--- src/rtl/blk_alloc_ctrl.sv ---
// ---------------------------------------------------------------------------
// blk_alloc_ctrl
//
// Allocation / free controller for the bit-map free-block table of the
// multi-port cache. It accepts multi-block allocation requests from the
// packet writer. It hands out the table's lowest free block one at a time
// and marks each one used through table write port 1. Block-free requests
// from the read side are queued in a small FIFO and cleared through table
// write port 2.
//
// Ports
//   clk, rst        : clock, synchronous active-high reset
//   alloc_req       : allocation request, held until alloc_ack / alloc_err
//   alloc_num       : number of blocks requested (1..MAX_BLK)
//   alloc_ack       : one-cycle pulse, request accepted
//   alloc_err       : one-cycle pulse, request rejected (bad alloc_num)
//   alloc_addr      : granted block address
//   alloc_addr_vld  : one-cycle pulse per granted block
//   alloc_done      : pulse together with the last grant of a request
//   busy            : request in progress
//   free_req        : free request, accepted while free_ready=1
//   free_addr       : block address to free
//   free_ready      : free FIFO not full
//   emp_ready_addr  : table lowest free address
//   emp_ready_vld   : table lowest free address valid
//   emp_addr_num    : table free block count
//   wr_en_1/wr_addr_1/wr_val_1 : table claim write port
//   wr_en_2/wr_addr_2/wr_val_2 : table free write port
// ---------------------------------------------------------------------------
module blk_alloc_ctrl #(
  parameter int WIDTH           = 8,
  parameter int DEPTH           = 128,
  parameter int MAX_BLK         = 32,
  parameter int SETTLE_CYC      = 3,
  parameter int FREE_FIFO_DEPTH = 4,
  localparam int ADDR_W         = $clog2(DEPTH) + $clog2(WIDTH),
  localparam int NUM_W          = $clog2(MAX_BLK + 1)
) (
  input  logic              clk,
  input  logic              rst,
  input  logic              alloc_req,
  input  logic [NUM_W-1:0]  alloc_num,
  output logic              alloc_ack,
  output logic              alloc_err,
  output logic [ADDR_W-1:0] alloc_addr,
  output logic              alloc_addr_vld,
  output logic              alloc_done,
  output logic              busy,
  input  logic              free_req,
  input  logic [ADDR_W-1:0] free_addr,
  output logic              free_ready,
  input  logic [ADDR_W-1:0] emp_ready_addr,
  input  logic              emp_ready_vld,
  input  logic [ADDR_W:0]   emp_addr_num,
  output logic              wr_en_1,
  output logic [ADDR_W-1:0] wr_addr_1,
  output logic              wr_val_1,
  output logic              wr_en_2,
  output logic [ADDR_W-1:0] wr_addr_2,
  output logic              wr_val_2
);

  localparam int SET_W = (SETTLE_CYC > 0) ? $clog2(SETTLE_CYC + 1) : 1;
  localparam int PTR_W = $clog2(FREE_FIFO_DEPTH);
  localparam int CNT_W = PTR_W + 1;
  localparam int FNUM_W = ADDR_W + 1;

  localparam logic [0:0] IDLE  = 1'b0;
  localparam logic [0:0] ALLOC = 1'b1;

  logic [0:0]        state;
  logic [SET_W-1:0]  settle_cnt;
  logic [NUM_W-1:0]  remaining;

  logic [ADDR_W-1:0] fifo_mem [FREE_FIFO_DEPTH];
  logic [PTR_W-1:0]  rd_ptr;
  logic [PTR_W-1:0]  wr_ptr;
  logic [CNT_W-1:0]  fifo_cnt;
  logic [CNT_W-1:0]  cnt_next;

  logic num_ok;
  logic enough;
  logic grant;
  logic push;
  logic pop;

  // The table only commits a block after its address pipeline settles, so a
  // grant needs the settle counter expired as well as a valid free address.
  // Free writes yield to claims because the table miscounts simultaneous
  // writes on its two ports.
  always_comb begin
    num_ok   = (alloc_num != '0) && (alloc_num <= NUM_W'(MAX_BLK));
    enough   = emp_addr_num >= FNUM_W'(alloc_num);
    grant    = (state == ALLOC) && (settle_cnt == '0) && emp_ready_vld;
    push     = free_req && free_ready;
    pop      = (fifo_cnt != '0) && !grant;
    cnt_next = fifo_cnt + CNT_W'(push) - CNT_W'(pop);
  end

  // Request admission, grant sequencing and claim writes. alloc_err blocks
  // re-evaluation for one cycle, so a requester that is still holding
  // alloc_req while it sees the error pulse gets exactly one pulse.
  always_ff @(posedge clk) begin
    if (rst) begin
      state          <= IDLE;
      busy           <= 1'b0;
      settle_cnt     <= '0;
      remaining      <= '0;
      alloc_ack      <= 1'b0;
      alloc_err      <= 1'b0;
      alloc_addr     <= '0;
      alloc_addr_vld <= 1'b0;
      alloc_done     <= 1'b0;
      wr_en_1        <= 1'b0;
      wr_addr_1      <= '0;
      wr_val_1       <= 1'b0;
    end else begin
      alloc_ack      <= 1'b0;
      alloc_err      <= 1'b0;
      alloc_addr_vld <= 1'b0;
      alloc_done     <= 1'b0;
      wr_en_1        <= 1'b0;
      wr_val_1       <= 1'b0;

      // The counter runs down in every state, so a request that starts
      // right after a done still waits out the previous claim.
      if (grant) begin
        settle_cnt <= SET_W'(SETTLE_CYC);
      end else if (settle_cnt != '0) begin
        settle_cnt <= settle_cnt - SET_W'(1);
      end

      case (state)
        IDLE: begin
          if (alloc_req && !alloc_err) begin
            if (!num_ok) begin
              alloc_err <= 1'b1;
            end else if (enough) begin
              alloc_ack <= 1'b1;
              remaining <= alloc_num;
              state     <= ALLOC;
              busy      <= 1'b1;
            end
          end
        end
        ALLOC: begin
          if (grant) begin
            alloc_addr_vld <= 1'b1;
            alloc_addr     <= emp_ready_addr;
            wr_en_1        <= 1'b1;
            wr_addr_1      <= emp_ready_addr;
            wr_val_1       <= 1'b1;
            remaining      <= remaining - NUM_W'(1);
            if (remaining == NUM_W'(1)) begin
              alloc_done <= 1'b1;
              state      <= IDLE;
              busy       <= 1'b0;
            end
          end
        end
        default: begin
          state <= IDLE;
          busy  <= 1'b0;
        end
      endcase
    end
  end

  // Free FIFO storage; contents need no reset because the pointers and count
  // define which entries are live.
  always_ff @(posedge clk) begin
    if (push) begin
      fifo_mem[wr_ptr] <= free_addr;
    end
  end

  // Free FIFO control and table free writes. free_ready is computed from the
  // next count so it is a plain register; a push offered while full is
  // refused even if a pop happens on the same edge.
  always_ff @(posedge clk) begin
    if (rst) begin
      rd_ptr     <= '0;
      wr_ptr     <= '0;
      fifo_cnt   <= '0;
      free_ready <= 1'b1;
      wr_en_2    <= 1'b0;
      wr_addr_2  <= '0;
    end else begin
      if (push) begin
        wr_ptr <= wr_ptr + PTR_W'(1);
      end
      wr_en_2 <= pop;
      if (pop) begin
        wr_addr_2 <= fifo_mem[rd_ptr];
        rd_ptr    <= rd_ptr + PTR_W'(1);
      end
      fifo_cnt   <= cnt_next;
      free_ready <= (cnt_next != CNT_W'(FREE_FIFO_DEPTH));
    end
  end

  assign wr_val_2 = 1'b0;

endmodule

--- config.mk ---
export PLATFORM = sky130hd
export DESIGN_NAME = blk_alloc_ctrl
export DESIGN_NICKNAME = d
export VERILOG_FILES = /design/src/rtl/blk_alloc_ctrl.sv
export SDC_FILE = /design/constraint.sdc
export NUM_CORES = 1
export LEC_CHECK = 0
export BUFFER_PORTS_ARGS = -buffer_cell sky130_fd_sc_hd__buf_4
export CAP_MARGIN = 15
export CORE_MARGIN = 2
export CORE_UTILIZATION = 48
export DETAILED_ROUTE_END_ITERATION = 12
export GPL_TIMING_DRIVEN = 0
export PLACE_DENSITY = 0.86
export SLEW_MARGIN = 30
export SYNTH_ARGS = -nofsm -noshare
export SYNTH_HDL_FRONTEND = slang
export SYNTH_SLANG_ARGS = --single-unit
--- constraint.sdc ---
create_clock -name clk -period 2.75 [get_ports clk]
set_clock_uncertainty 0.2 [all_clocks]
set_input_delay 0.6875 -clock clk [delete_from_list [all_inputs] [get_ports clk]]
set_output_delay 0.6875 -clock clk [all_outputs]
set_load 0.03 [all_outputs]
==> results of run 1 <==
==> per-stage QoR <==
stage | cell area (um2) | std cells | total power, W
3_5_place_dp | 4310 | 485 | 0.00294
3_3_place_gp | 4310 | 485 | 0.00286
6_report | 4560 | 502 | 0.00392
4_1_cts | 4550 | 502 | 0.00389
5_1_grt | 4560 | 502 | 0.00412
2_1_floorplan | 3590 | 307 | 0.00253
==> path summary, 6_finish.rpt <==
check,endpoint,cells past startpoint
setup / recovery,free_ready$_SDFF_PP1_,14
hold / removal,wr_addr_2[0]$_SDFFE_PP0P_,2
setup reg to reg,free_ready$_SDFF_PP1_,14
hold reg to reg,wr_addr_2[0]$_SDFFE_PP0P_,2
==> worst max-delay path, delay by kind of cell (launching register included) <==
family	cells	cell delay [ns]
adder cells (fa/ha/maj)	4	0.80
AND/OR/NAND/NOR	4	0.63
XOR/XNOR	2	0.31
buffers and inverters	4	0.30
flip-flops	1	0.33
==> layer usage <==
layer	vias up	share of wire [%]	GRT usage, %	wire length (um)
met5	-	0	0	0
met4	0	1.7	7.95	127
met3	15	6.0	4.27	441
met2	90	52	32.5	3800
met1	1203	40	20.8	2980
li1	1240	-	-	-
==> synth_stat cells (3+ instances only) <==
cell	number
mux4_2	10
a21oi_1	25
a211o_1	5
nor2b_1	4
clkbuf_1	11
buf_4	13
nand2_1	49
nand2b_1	5
nor2_1	16
dfxtp_1	43
inv_1	16
nand3_1	7
ha_1	15
xnor2_1	6
xor2_1	3
edfxtp_1	40
nor3_1	3
mux2i_1	5
and3_1	5
==> layout make-up <==
type	count	area (um2)
Clock buffer	9	124
Tap cell	99	124
Timing Repair Buffer	82	616
Buffer	25	153
Clock inverter	7	82.6
Sequential cell	83	2070
Multi-Input combinational cell	180	1330
Fill cell	572	2650
Inverter	17	71.3
==> sequential cells by signal (all words and copies together) (netlist names) <==
signal	flops
wr_ptr	2
state	1
wr_en_2	1
fifo_cnt	3
fifo_mem	40
rd_ptr	2
alloc_ack	1
remaining	6
alloc_err	1
free_ready	1
busy	1
wr_addr_2	10
settle_cnt	2
wr_val_1	1
wr_addr_1	10
alloc_done	1
==> power breakdown <==
group,internal (W),switching (W)
registers,0.00151,0.000124
logic,0.000619,0.000769
clock network,0.000433,0.000467
total,0.00256,0.00136
==> repair_timing <==
| action | in CTS | in global routing |
|---|---|---|
| setup buffers | 3 | 0 |
| endpoints found under the setup margin | 3 | 1 |
| hold endpoints to repair | 0 | 0 |
| pin swaps | 4 | 3 |
| gates resized for setup | 8 | 5 |
==> cell families (layout without fill, tap and decap cells) <==
kind of cell | Yosys count | count (layout) | synth area share [%]
AND/OR/NAND/NOR | 99 | 99 | 13.1
adder cells (fa/ha/maj) | 16 | 16 | 5.82
other | 1 | 1 | 0.105
buffers and inverters | 44 | 140 | 6.03
flip-flops | 83 | 83 | 57.8
XOR/XNOR | 9 | 9 | 2.21
AO/OA/AOI/OAI | 40 | 40 | 7.19
multiplexers | 15 | 15 | 7.72
==> key figures, run 1 <==
Layout
  – Layout cells sized above 1: 34.5%
  – Commonest non-fill, non-tap cell in the layout: buf_4
  – Final nets: 456
  – Area grow syn2layout: 27.9%
  – Diode count: 0
  – Most frequent cells in the layout: buf_4, nand2_1, dfxtp_1, edfxtp_1, a21oi_1
  – Final Core Density: 63.2%

Critical path
  – Largest fanout on the critical path: 5
  – CP Cell Sequence: inv_2 -> ha_4 -> and3_1 -> clkbuf_8 -> or2_4 -> inv_8 -> ha_1 -> inv_1 -> ha_2 -> fa_2 -> xnor2_2 -> xnor2_2 -> nor2_2 -> nand2_1
  – Critical path startpoint: settle_cnt[1]$_SDFFE_PP0P_
  – Slowest cell delay on critical path: 0.35 ns
  – RR Startpoint: settle_cnt[1]$_SDFFE_PP0P_
  – Reg-to-reg slack, setup: 0.07 ns
  – CP endpoint kind: register
  – Startpoint Class: register
  – WS Path Type: reg2reg
  – Critical path's slowest cell: fa_2
  – CP Data Arrival Time: 2.73 ns
  – CP required: 2.80 ns
  – Most used cell along the critical path: xnor2_2

Logic synthesis
  – Post-Syn Area: 0.00357 mm2
  – Post-synth EDFFs: 40
  – Async SR Flop Fraction: 0%
  – Post-synth top area share: 33.7%
  – Syn Inst Count: 307
  – Synth warn: 0
  – Syn nets: 365
  – Synth area leaders: edfxtp_1, dfxtp_1, mux4_2
  – Synth Register Bits: 83
  – Dominant synthesized flop cell: dfxtp_1
  – Register area share after synthesis: 57.8%
  – Syn_area_per_cell: 11.6 um2
  – Synth area leader: edfxtp_1
  – Unique masters post-synth: 42

Drt
  – Vias per inst: 5.08
  – Initial DRC Count: 122
  – ANT nets after route: 0
  – # DRC: 0
  – Drt wl/cell: 14.6 um
  – Final WL: 7.35 mm
  – Total number of vias: 2548
  – Drt pass-1 iters: 5

Floorplan
  – Core Area: 0.00721 mm2
  – I/O pins: 82
  – Die Area: 0.00813 mm2
  – Chip height: 90.2 um
  – Die width: 90.2 um
  – Initial Util: 49.4%
  – FP Rows: 31

STA
  – Final Max Tran Viols: 0
  – Least-Margin Pin Slew: 0.809 ns
  – Hold_ws: 0.261 ns
  – Final period util: 97.5%
  – Max-slew headroom: 46.1%
  – Setup_tns: 0 ns
  – Final hold violations: 0
  – F_max: 0.373 GHz
  – Final setup viols: 0
  – Final worst slack: 0.0678 ns
  – Period minus WS final: 2.68 ns

Power
  – Worst vdd ir: 0.372 mV
  – Pwr dens: 860 mW/mm2
  – Leak Pwr: 1.90 nW

CTS
  – Hold Buf Count CTS: 0
  – Clk_lat worst skew: 0.36 ns
  – CTS buffer count: 9
  – H-tree Lvls: 3
  – CTS sink cnt: 83
  – Clock-pin slew on the worst setup and hold paths: 0.09 ns
  – Clock root cell: clkbuf_8
  – Clock Tree Buf Depth: 2
  – CTS tree: done

GRT
  – Largest net degree at the start of global routing: 17
  – GRT Residual Overflow: 0
  – Initial antenna violation count: 0
  – Vias in the first global route: 2519
  – Tot GR Track Use: 18.2%
  – First-pass GRT wire length: 11.7 mm

Run status
  – Status: finished, final reports clean

Placement
  – I/O Buffers: 79
  – Pre-CTS setup slack: -0.383 ns
  – Hpwl dp: 5.32 mm
  – GPL Wtd Cong: 0.813

Worst hold path
  – Hold_sp: wr_addr_2[0]$_SDFFE_PP0P_
  – Min-delay worst type: reg2reg

Flow run
  – Max-cap violations: 0
Note: power is estimated with default switching activity, not from simulation.
==> run 2: changes to the inputs <==
--- a/config.mk
+++ b/config.mk
@@ -7,7 +7,6 @@
 export LEC_CHECK = 0
 export BUFFER_PORTS_ARGS = -buffer_cell sky130_fd_sc_hd__buf_4
 export CAP_MARGIN = 15
-export CORE_MARGIN = 2
 export CORE_UTILIZATION = 48
 export DETAILED_ROUTE_END_ITERATION = 12
 export GPL_TIMING_DRIVEN = 0
==> run 2 against run 1 <==
  * Sequential share of layout area hardly changed
  * Clock power down 6.2%
  * Combinational power is essentially flat
  * Worst hold slack lost 0.0020 ns
  * Final area hardly changed
  * Wire length up 1.8%
  * Flip-flop and latch count is the same
  * Power shrank 1.2%
  * Maximum frequency shrank 0.85%
  * Non-clock buffer count rose by 3
  * Critical path type unchanged
  * Critical endpoint unchanged
==> key figures, run 2 (synthesis gave the netlist of run 1 again) <==
Power
  – Worst vdd ir: 0.377 mV (+1.3%)
  – Pwr dens: 849 mW/mm2 (-1.2%)
  – Leak Pwr: 1.89 nW (-0.24%)
  – PnR Total Power: 0.00388 W (-1.2%)

Drt
  – # DRC: 0 (unchanged)
  – Drt wl/cell: 14.8 um (+1.2%)
  – Total number of vias: 2578 (+1.2%)
  – Met2 wire length: 3.85 mm (+1.3%)
  – Initial DRC Count: 158 (+30%)
  – Vias per inst: 5.10 (+0.58%)
  – ANT nets after route: 0 (unchanged)
  – Post-Route M1 WL: 3.11 mm (+4.5%)
  – Top sig layer: met4
  – Drt pass-1 iters: 4 (-1)
  – Met3 Routed Length: 376 um (-15%)
  – Final WL: 7.49 mm (+1.8%)

STA
  – Final hold violations: 0 (unchanged)
  – Max-slew headroom: 46.7% (+0.63 points)
  – F_max: 0.370 GHz (-0.85%)
  – Final setup viols: 0 (unchanged)
  – Final period util: 98.4% (+0.83 points)
  – Final worst slack: 0.0450 ns (-0.0229 ns)
  – Least-Margin Pin Slew: 0.800 ns (-0.00950 ns)
  – Period minus WS final: 2.71 ns (+0.0229 ns)
  – Final Max Tran Viols: 0 (unchanged)

Layout
  – Finished layout cell area: 0.00457 mm2 (about the same)
  – Fillcell total: 554 (-3.1%)
  – Most flop-heavy register: fifo_mem
  – Layout cells sized above 1: 34.2% (-0.25 points)
  – Most frequent cells in the layout: buf_4, nand2_1, dfxtp_1, edfxtp_1, a21oi_1
  – Biggest regs: fifo_mem x40, wr_addr_1 x10, wr_addr_2 x10
  – Area grow syn2layout: 28.0% (about the same)
  – Diode count: 0 (unchanged)
  – Commonest non-fill, non-tap cell in the layout: buf_4
  – Number of flip-flops in the largest register: 40 (unchanged)
  – Final nets: 459 (+0.66%)

CTS
  – Clk_lat worst skew: 0.35 ns (about the same)
  – H-tree Lvls: 3 (unchanged)
  – Hold Buf Count CTS: 0 (unchanged)
  – Clock root cell: clkbuf_8
  – CTS buffer count: 9 (unchanged)
  – CTS sink cnt: 83 (unchanged)
  – Clock Tree Buf Depth: 2 (unchanged)
  – CTS tree: done
  – Clock-pin slew on the worst setup and hold paths: 0.09 ns (about the same)

Floorplan
  – I/O pins: 82 (unchanged)
  – Die Area: 0.00778 mm2 (-4.4%)
  – Die width: 88.2 um (-2.2%)
  – Chip height: 88.2 um (-2.2%)
  – FP Rows: 31 (unchanged)
  – Core Area: 0.00721 mm2 (unchanged)
  – Initial Util: 49.4% (unchanged)

GRT
  – Largest net degree at the start of global routing: 15 (-2)
  – GRT Residual Overflow: 0 (unchanged)
  – Tot GR Track Use: 19.9% (+1.7 points)
  – Vias in the first global route: 2474 (-1.8%)
  – Initial antenna violation count: 0 (unchanged)
  – First-pass GRT wire length: 11.5 mm (-1.7%)

Critical path
  – Delay-heaviest family, CP: adder cells
  – CP Buf/Inv Count: 4 (unchanged)
  – Slowest cell delay on critical path: 0.40 ns (+0.05 ns)
  – WS Path Type: reg2reg
  – Startpoint Class: register
  – Critical path's slowest cell: fa_2
  – CP endpoint kind: register
  – Largest fanout on the critical path: 3 (-2)
  – CP Cell Sequence: inv_2 -> ha_4 -> and3_4 -> clkbuf_8 -> or2_4 -> inv_8 -> ha_1 -> inv_1 -> ha_2 -> fa_2 -> xnor2_2 -> xnor2_1 -> nor2_1 -> nand2_1
  – CP Data Arrival Time: 2.74 ns (about the same)
  – CP required: 2.78 ns (-0.02 ns)

Placement
  – Hpwl dp: 5.29 mm (-0.48%)
  – GPL Wtd Cong: 0.777 (-4.4%)
  – Post-place instance area: 0.00431 mm2 (unchanged)
  – Pre-CTS setup slack: -0.305 ns (+0.0774 ns)
  – I/O Buffers: 79 (unchanged)

Flow run
  – Max-cap violations: 0 (unchanged)

Run status
  – Status: finished, final reports clean

Worst hold path
  – Min-delay worst type: reg2reg
## run 2: metal layers
layer,global-route usage (%),vias to the layer above
met3,5.28,13
li1,-,1248
met2,35.2,75
met4,6.60,0
met1,23.6,1242
met5,0,-
## run 2: timing repair
item,in CTS,in global routing
endpoints found under the setup margin,3,1
gates resized for setup,5,7
pin swaps,1,5
setup buffers,1,5
## run 2: path summary, 6_finish.rpt
check	startpoint	cells past startpoint	end	slack, ns
max reg2reg	settle_cnt[0]$_SDFFE_PP0P_	14	free_ready$_SDFF_PP1_	0.04
min	wr_addr_2[4]$_SDFFE_PP0P_	2	wr_addr_2[4]$_SDFFE_PP0P_	0.26
min reg2reg	wr_addr_2[4]$_SDFFE_PP0P_	2	wr_addr_2[4]$_SDFFE_PP0P_	0.26
max	settle_cnt[0]$_SDFFE_PP0P_	14	free_ready$_SDFF_PP1_	0.04
## run 2: cell type report
| cell class | instances | area, um2 | share of cell area, % |
|---|---|---|---|
| plain buffers | 25 | 153 | 3.34 |
| clock inverters | 6 | 65.1 | 1.43 |
| flip-flops and latches | 83 | 2070 | 45.2 |
| inverters | 17 | 71.3 | 1.56 |
| multi-input cells | 180 | 1320 | 28.9 |
| clock buffers | 10 | 128 | 2.80 |
| repair buffers | 85 | 638 | 14.0 |
| well taps | 99 | 124 | 2.71 |
## run 2: report_power, final
| group | internal [W] | switching, W | leakage, nW | total, W |
|---|---|---|---|---|
| Combinational | 0.000629 | 0.000773 | 1.08 | 0.00140 |
| Clock | 0.000420 | 0.000424 | 0.0866 | 0.000844 |
| Sequential | 0.00151 | 0.000119 | 0.720 | 0.00163 |
## run 2: metrics by stage
stage | cells | TNS [ns] | util, % | hold WS (ns)
3_3_place_gp | 485 | -0.640 | 59.7 | 0.244
5_1_grt | 505 | -0.0469 | 63.3 | 0.286
6_report | 505 | 0 | 63.3 | 0.259
3_5_place_dp | 485 | -0.763 | 59.7 | 0.252
2_1_floorplan | 307 | -0.0353 | - | 0.252
4_1_cts | 500 | 0 | 62.5 | 0.263
## run 2: worst reg2reg max path: stages, from the launching register on
cell and delay [ns]:
dfxtp_2 0.33, inv_2 0.09, ha_4 0.14, and3_4 0.18, clkbuf_8 0.12, or2_4 0.15
inv_8 0.03, ha_1 0.27, inv_1 0.05, ha_2 0.17, fa_2 0.40, xnor2_2 0.14
xnor2_1 0.13, nor2_1 0.12, nand2_1 0.08
